$ cat src/rtl/adc_capture_packer.sv
// Captures pkt_len ADC words on start and streams them out as one AXI4-Stream packet.
// Optional define ADC_CAPTURE_PACKER_TUSER_EN adds m_axis_tuser marking the first beat.
module adc_capture_packer #(
    parameter int PKT_LEN_W  = 16,
    parameter int FIFO_DEPTH = 4
) (
    input  logic                 clk,
    input  logic                 resetn,
    input  logic [31:0]          indata,
    input  logic                 invalid,
    input  logic                 start,
    input  logic [PKT_LEN_W-1:0] pkt_len,
    output logic [31:0]          m_axis_tdata,
    output logic                 m_axis_tvalid,
    input  logic                 m_axis_tready,
    output logic                 m_axis_tlast,
`ifdef ADC_CAPTURE_PACKER_TUSER_EN
    output logic                 m_axis_tuser,
`endif
    output logic                 busy,
    output logic                 done,
    output logic                 overflow
);

    localparam int AW = $clog2(FIFO_DEPTH);
`ifdef ADC_CAPTURE_PACKER_TUSER_EN
    localparam int EW = 34;
`else
    localparam int EW = 33;
`endif

    typedef enum logic [1:0] {IDLE, CAPTURE, DRAIN} state_t;

    state_t               state_q;
    logic [EW-1:0]        mem_q [FIFO_DEPTH];
    logic [AW:0]          wr_q, rd_q;
    logic [PKT_LEN_W-1:0] cnt_q;
    logic                 busy_q, done_q, ovf_q;
`ifdef ADC_CAPTURE_PACKER_TUSER_EN
    logic                 first_q;
`endif

    logic          empty, full, pop, push_req, accept, last_w;
    logic [EW-1:0] entry_d, head;

    assign empty    = (wr_q == rd_q);
    assign full     = (wr_q[AW] != rd_q[AW]) && (wr_q[AW-1:0] == rd_q[AW-1:0]);
    assign pop      = !empty && m_axis_tready;
    assign push_req = (state_q == CAPTURE) && invalid;
    // A full FIFO still takes the word when the head leaves this cycle
    assign accept   = push_req && (!full || pop);
    assign last_w   = (cnt_q == PKT_LEN_W'(1));

`ifdef ADC_CAPTURE_PACKER_TUSER_EN
    assign entry_d      = {first_q, last_w, indata};
    assign m_axis_tuser = head[33];
`else
    assign entry_d = {last_w, indata};
`endif

    assign head          = mem_q[rd_q[AW-1:0]];
    assign m_axis_tdata  = head[31:0];
    assign m_axis_tlast  = head[32];
    assign m_axis_tvalid = !empty;
    assign busy          = busy_q;
    assign done          = done_q;
    assign overflow      = ovf_q;

    always_ff @(posedge clk) begin
        if (!resetn) begin
            state_q <= IDLE;
            wr_q    <= '0;
            rd_q    <= '0;
            cnt_q   <= '0;
            busy_q  <= 1'b0;
            done_q  <= 1'b0;
            ovf_q   <= 1'b0;
`ifdef ADC_CAPTURE_PACKER_TUSER_EN
            first_q <= 1'b0;
`endif
            for (int i = 0; i < FIFO_DEPTH; i++) begin
                mem_q[i] <= '0;
            end
        end else begin
            done_q <= 1'b0;
            if (accept) begin
                mem_q[wr_q[AW-1:0]] <= entry_d;
                wr_q                <= wr_q + (AW+1)'(1);
            end
            if (pop) begin
                rd_q <= rd_q + (AW+1)'(1);
            end
            unique case (state_q)
                IDLE: begin
                    if (start && (pkt_len != '0)) begin
                        state_q <= CAPTURE;
                        cnt_q   <= pkt_len;
                        ovf_q   <= 1'b0;
                        busy_q  <= 1'b1;
`ifdef ADC_CAPTURE_PACKER_TUSER_EN
                        first_q <= 1'b1;
`endif
                    end
                end
                CAPTURE: begin
                    if (accept) begin
                        cnt_q <= cnt_q - PKT_LEN_W'(1);
`ifdef ADC_CAPTURE_PACKER_TUSER_EN
                        first_q <= 1'b0;
`endif
                        if (last_w) begin
                            state_q <= DRAIN;
                        end
                    end else if (push_req) begin
                        ovf_q <= 1'b1;
                    end
                end
                DRAIN: begin
                    if (pop && m_axis_tlast) begin
                        state_q <= IDLE;
                        busy_q  <= 1'b0;
                        done_q  <= 1'b1;
                    end
                end
                default: state_q <= IDLE;
            endcase
        end
    end

endmodule

$ cat config.mk
export PLATFORM = sky130hd
export DESIGN_NAME = adc_capture_packer
export DESIGN_NICKNAME = d
export VERILOG_FILES = /design/src/rtl/adc_capture_packer.sv
export SDC_FILE = /design/constraint.sdc
export NUM_CORES = 1
export LEC_CHECK = 0
export BUFFER_PORTS_ARGS = -buffer_cell sky130_fd_sc_hd__buf_4
export CAP_MARGIN = 20
export CORE_MARGIN = 4
export CORE_UTILIZATION = 45
export CTS_CLUSTER_DIAMETER = 120
export DETAILED_ROUTE_END_ITERATION = 7
export HOLD_SLACK_MARGIN = 0.15
export PLACE_DENSITY_LB_ADDON = 0.3
export SLEW_MARGIN = 20
export SYNTH_ARGS = -nofsm -noshare
export SYNTH_HDL_FRONTEND = slang
export SYNTH_SLANG_ARGS = --single-unit
$ cat constraint.sdc
create_clock -name clk -period 2.35 [get_ports clk]
set_input_delay 0.47 -clock clk [delete_from_list [all_inputs] [get_ports clk]]
set_output_delay 0.47 -clock clk [all_outputs]
set_load 0.05 [all_outputs]
==> results of run 1 <==
==> cell families (layout without fill, tap and decap cells) <==
family,Yosys count,in the layout
AO/OA/AOI/OAI,58,58
XOR/XNOR,8,8
adder cells (fa/ha/maj),4,4
buffers and inverters,47,156
flip-flops,161,161
multiplexers,35,35
AND/OR/NAND/NOR,235,235
==> sequential cells by signal, indices dropped and copies added, names as in the netlist, named ones only <==
name	count
wr_q	3
state_q	2
busy	1
overflow	1
mem_q	132
rd_q	3
cnt_q	16
done	1
==> per-stage QoR <==
stage	power (W)	setup TNS, ns	setup WS [ns]
after CTS	0.007416	-0.1315	-0.02462
after floorplan	0.004227	0	0.1634
after global routing	0.007658	0	0.01750
after detailed placement	0.004667	0	0.1723
final	0.007387	0	0.07332
after global placement	0.004636	0	0.2187
==> routing by layer <==
layer	wire length (um)	track usage, %	up-vias
li1	-	-	2236
met3	1054	4.478	21
met4	256	6.215	0
met5	0	0	-
met2	8354	31.59	164
met1	6484	22.37	2348
==> worst max-delay path, stage by stage (launching register included) <==
cell and delay, ns:
dfxtp_4 0.42, buf_12 0.17, mux4_2 0.57, buf_4 0.22
==> power breakdown <==
group	internal [W]	switching, W	leakage (nW)	total [W]
sequential	0.00323	0.0000830	1.60	0.00331
combinational	0.000532	0.000794	1.66	0.00133
clock	0.00161	0.00114	0.282	0.00275
==> path summary, 6_finish.rpt <==
kind / startpoint / endpoint / slack (ns)
hold / removal: invalid / overflow / 0.33
setup reg to reg: cnt_q[7] / mem_q[1][32] / 0.28
hold reg to reg: cnt_q[13] / cnt_q[13] / 0.47
setup / recovery: register / m_axis_tlast / 0.07
==> area by class of cell <==
cell class,count,area (um2),share of cell area [%]
Multi-Input combinational cell,340,2691,29.47
Clock buffer,19,442.9,4.849
Clock inverter,13,151.4,1.658
Sequential cell,161,4552,49.84
Tap cell,216,270.3,2.959
Inverter,8,30.03,0.3288
Timing Repair Buffer,116,996.0,10.90
==> what timing repair did <==
action,in CTS,in global routing
resized for setup,0,3
gates cloned,1,1
hold buffers,0,0
endpoints found under the setup margin,3,23
==> layout by cell type (no fill, tap or decap), drive strengths merged, types with 8 or more instances in the layout <==
cell type / Yosys / final
a21oi: 23 / 23
and2: 97 / 97
and3: 35 / 35
buf: 14 / 115
clkbuf: 25 / 20
dfxtp: 29 / 29
edfxtp: 132 / 132
inv: 8 / 12
mux4: 33 / 33
nand2: 34 / 34
nand2b: 9 / 9
nor2: 23 / 23
nor3: 10 / 10
nor4: 9 / 9
o21ai: 9 / 9
o32ai: 8 / 8
==> flow_metrics.env, run 1 <==
export IMPL_status="finished, final reports clean"
export IMPL_routed_wl_mm=16.15
export IMPL_htree_levels=4
export IMPL_irDropWorstVdd_mv=0.5432
export IMPL_fin_area_um2=9134
export IMPL_clock_fmax_ghz=0.4392
export IMPL_drtPass1Iterations=4
export IMPL_yosysTopAreaCellShare_pct=53.52
export IMPL_holdPathStages=3
export IMPL_ys_ff_latch=161
export IMPL_grt_pass1_wl_mm=25.59
export IMPL_final_util_pct=57.08
export IMPL_start_util_pct=46.29
export IMPL_min_path_type="primary input to register"
export IMPL_insertion_delay_ns=0.43
export IMPL_post_synth_fa_ha_maj_area_fraction_pct=0.6758
export IMPL_antenna_left=0
export IMPL_dpl_cell_count=839
export IMPL_synth_top_flop_cell="edfxtp_1"
export IMPL_grt_pass1_vias=4899
export IMPL_port_buffers=89
export IMPL_gp_congestion=0.8202
export IMPL_synth_edf_count=132
export IMPL_hold_violations=0
export IMPL_tightest_slew_ns=0.5774
export IMPL_die_h_um=136.3
export IMPL_vias_per_cell=5.463
export IMPL_clk_path_buf_depth=2
export IMPL_rsz0062_at_grt="false"
export IMPL_critPathRequiredTime_ns=1.88
export IMPL_grt_usage_pct=18.24
export IMPL_reg2reg_depth=4
export IMPL_insertedDiodeCount=0
export IMPL_syn_nets=605
export IMPL_synth_compound_area_share_pct=5.220
export IMPL_path_max_fanout=9
export IMPL_synth_xor_area_share_pct=1.149
export IMPL_synth_area_leaders="edfxtp_1, mux4_2, and2_1"
export IMPL_fillers=1263
export IMPL_arrival_ns=1.81
export IMPL_yosysSeqAreaShare_pct=61.36
export IMPL_antenna_found_initial=0
export IMPL_nets=701
export IMPL_drive_gt1_share_pct=30.29
export IMPL_power_density_nw_per_um2=808.8
export IMPL_synthMostInstantiatedCell="edfxtp_1"
export IMPL_cts_sinks=161
export IMPL_cts_tree="built"
export IMPL_core_area_um2=16000
export IMPL_drt_iter0_markers=263
export IMPL_cap_violations=0
export IMPL_ios=90
export IMPL_finalHoldWorstSlack_ns=0.3293
export IMPL_drv_slew=0
export IMPL_syn_area_um2=7406
export IMPL_fin_cells=873
export IMPL_cts_clk_slew_worst_paths_ns=0.06
export IMPL_period_share_pct=96.88
export IMPL_setup_viol=0
export IMPL_fin_skew_ns=0.006533
export IMPL_drc_errors=0
export IMPL_syn_avg_cell_area_um2=13.51
export IMPL_synth_warnings=0
export IMPL_end_kind="output port"
export IMPL_fp_dieW_um=136.3
export IMPL_rows=46
export IMPL_max_slew_margin_pct=61.22
export IMPL_yosys_area_top_type="edfxtp_1"
export IMPL_grt_max_degree=38
export IMPL_clockRootBuffer="clkbuf_16"
export IMPL_dieArea_um2=18570
export IMPL_yosys_cell_types_count=49
export IMPL_gr_total_overflow=0
export IMPL_vias=4769
export IMPL_dp_hpwl_mm=10.14
export IMPL_numCtsBuffers=17
export IMPL_cellLeakagePower_nw=3.542
export IMPL_place_area_um2=8482
export IMPL_synth_cells=548
export IMPL_crit_type="register to output port"
export IMPL_startpoint_type="register"
export IMPL_yosys_top_cells_count="edfxtp_1, and2_1, and3_1, nand2_1, mux4_2"
export IMPL_synth_top_family_by_area="simple AND/OR/NAND/NOR gates"
export IMPL_synth_area_mux_share_pct=10.31
export IMPL_synth_simple_area_share_pct=18.45
export IMPL_wl_per_cell_um=18.50
export IMPL_async_flop_share_pct=0
export IMPL_areaGrowthSynthToFinish_pct=23.33
export IMPL_min_period_ns=2.277
export IMPL_postCtsSetupBuffers=0
No activity file was read; power rests on OpenSTA's default activity.
==> inputs of run 2 (changes only) <==
- CELL_PAD_IN_SITES_DETAIL_PLACEMENT: unset -> 2
- CELL_PAD_IN_SITES_GLOBAL_PLACEMENT: unset -> 2
- CORE_UTILIZATION: 45 -> 37
==> run 2 against run 1 <==
  * The run now ends with setup timing left
  * Critical path depth unchanged
  * Worst hold slack better by 0.0037 ns
  * Clock skew up 0.0042 ns
  * Cell count up 6.3%
  * Flip-flop and latch count unchanged
  * Count of clock-buffer cells in the layout unchanged
  * Via count up 3.3%
  * First-iteration DRC count up 19%
  * Worst setup slack worse by 0.086 ns
  * Largest cell class unchanged
==> flow_metrics.env, run 2 (same netlist as run 1, synthesis figures left out) <==
export IMPL_status="finished, violations left"
export IMPL_violations="setup timing"
export IMPL_die_h_um=149.5
export IMPL_setup_ws_ns=-0.01260
export IMPL_drc_errors=0
export IMPL_startpoint_type="register"
export IMPL_tightest_slew_ns=0.6149
export IMPL_drive_gt1_share_pct=30.92
export IMPL_cts_tree="built"
export IMPL_drt_iter0_markers=312
export IMPL_slowest_stage="mux4_2"
export IMPL_routed_top_layer="met4"
export IMPL_grt_pass1_vias=5580
export IMPL_setup_viol=1
export IMPL_gp_congestion=0.7350
export IMPL_switchingPower_w=0.002156
export IMPL_tns_ns=-0.01260
export IMPL_final_common_cell="edfxtp_1"
export IMPL_start_util_pct=37.80
export IMPL_fin_skew_ns=0.01077
export IMPL_holdPathStages=3
export IMPL_crit_type="register to output port"
export IMPL_p_comb_share_pct=18.6
export IMPL_numCtsBuffers=17
export IMPL_power_density_nw_per_um2=838.3
export IMPL_dpl_worst_slack_ns=0.1133
export IMPL_regMostFlops="mem_q"
export IMPL_clk_path_buf_depth=2
export IMPL_period_share_pct=100.5
export IMPL_antenna_found_initial=0
export IMPL_end_kind="output port"
export IMPL_fp_dieW_um=149.5
export IMPL_reg_top3="mem_q: 132 flops, cnt_q: 16 flops"
export IMPL_switching_share_pct=27.27
export IMPL_port_buffers=89
export IMPL_rows=51
export IMPL_wl_met1_mm=9.279
export IMPL_cellLeakagePower_nw=3.648
export IMPL_clockRootBuffer="clkbuf_16"
export IMPL_nets=707
export IMPL_insertedDiodeCount=0
export IMPL_critPathMaxStageDelay_ns=0.56
export IMPL_grt_max_degree=38
export IMPL_routed_wl_mm=22.18
export IMPL_cts_sinks=161
export IMPL_arrival_ns=1.89
export IMPL_internal_power_w=0.005751
export IMPL_vias_per_cell=5.308
export IMPL_areaGrowthSynthToFinish_pct=27.37
export IMPL_cts_clk_slew_worst_paths_ns=0.06
export IMPL_vias=4926
export IMPL_clock_fmax_ghz=0.4233
export IMPL_layout_common_cells="edfxtp_1, and2_1, buf_4"
export IMPL_antenna_left=0
export IMPL_p_clk_share_pct=39.3
export IMPL_grt_usage_pct=20.14
export IMPL_min_period_ns=2.363
export IMPL_ios=90
export IMPL_cap_violations=0
export IMPL_grt_pass1_wl_mm=33.39
export IMPL_drv_slew=0
export IMPL_max_slew_margin_pct=58.81
export IMPL_path_max_fanout=7
export IMPL_core_area_um2=19590
export IMPL_wl_per_cell_um=23.90
export IMPL_largest_reg_flops=132
export IMPL_p_seq_share_pct=42.1
export IMPL_irDropWorstVdd_mv=0.4526
export IMPL_dieArea_um2=22340
export IMPL_critPathRequiredTime_ns=1.88
export IMPL_wl_met2_mm=11.82
export IMPL_dp_hpwl_mm=13.95
export IMPL_rsz0062_at_grt="true"
export IMPL_wl_met3_um=830
export IMPL_gr_total_overflow=0
export IMPL_htree_levels=4
export IMPL_hold_violations=0
export IMPL_reg2reg_depth=4
export IMPL_path_cells="clkbuf_16 > mux4_2 > buf_6"
export IMPL_drtPass1Iterations=4
export IMPL_min_path_type="primary input to register"
export IMPL_insertion_delay_ns=0.44
export IMPL_fillers=1880
-- run 2: cell count changes in the layout (fill, tap and decap cells not counted), sizes merged --
cell	delta
buf	+5
bufinv	+3
inv	-3
clkinv	+2
clkinvlp	-2
clkbuf	+1
-- run 2: routing by layer --
layer  track usage, %  up-vias
li1                 -     2241
met1            24.55     2573
met2            35.86       97
met3            4.361       15
met4            6.041        0
met5                0        -
-- run 2: final timing paths --
kind | from | end | slack, ns
setup reg to reg | cnt_q[7] | mem_q[0][32] | 0.23
hold / removal | invalid | overflow | 0.33
hold reg to reg | cnt_q[15] | cnt_q[15] | 0.49
setup / recovery | register | m_axis_tdata[25] | -0.01
-- run 2: final cells by class --
cell class | instances | area (um2) | area share (%)
flip-flops and latches | 161 | 4549 | 48.23
multi-input cells | 340 | 2691 | 28.53
repair buffers | 122 | 1180 | 12.51
clock buffers | 19 | 442.9 | 4.696
well taps | 265 | 331.6 | 3.515
clock inverters | 13 | 207.7 | 2.202
inverters | 8 | 30.03 | 0.3183
-- run 2: critical path, delay by kind of cell, from the launching register on --
family,cells,cell delay [ns]
mux,1,0.56
flops,1,0.49
buf+inv,2,0.40
-- run 2: power by group through the flow --
stage | clock [W] | combinational [W] | sequential [W]
floorplan | 0 | 0.000890 | 0.00334
CTS | 0.00317 | 0.00140 | 0.00332
global placement | 0 | 0.00132 | 0.00337
finish | 0.00311 | 0.00147 | 0.00333
global route | 0.00332 | 0.00156 | 0.00335
detailed placement | 0 | 0.00137 | 0.00338
-- run 2: repair_timing --
| item | 4_1_cts | 5_1_grt |
|---|---|---|
| resized for setup | 1 | 31 |
| hold endpoints to repair | 0 | 0 |
| buffers inserted | 3 | 1 |
| hold buffers | 0 | 0 |
| setup endpoints to repair | 29 | 8 |
| cloned | 0 | 2 |
-- run 2: per-stage QoR --
stage,instances,hold WS [ns],instance area [um2],utilization (%),power (W)
6_report,928,0.3330,9433,48.15,0.007908
3_5_place_dp,890,0.4773,8583,43.81,0.004752
2_1_floorplan,548,0.4421,7416,-,0.004227
5_1_grt,928,0.3326,9433,48.15,0.008223
3_3_place_gp,890,0.4627,8583,43.81,0.004692
4_1_cts,925,0.3177,9259,47.26,0.007891
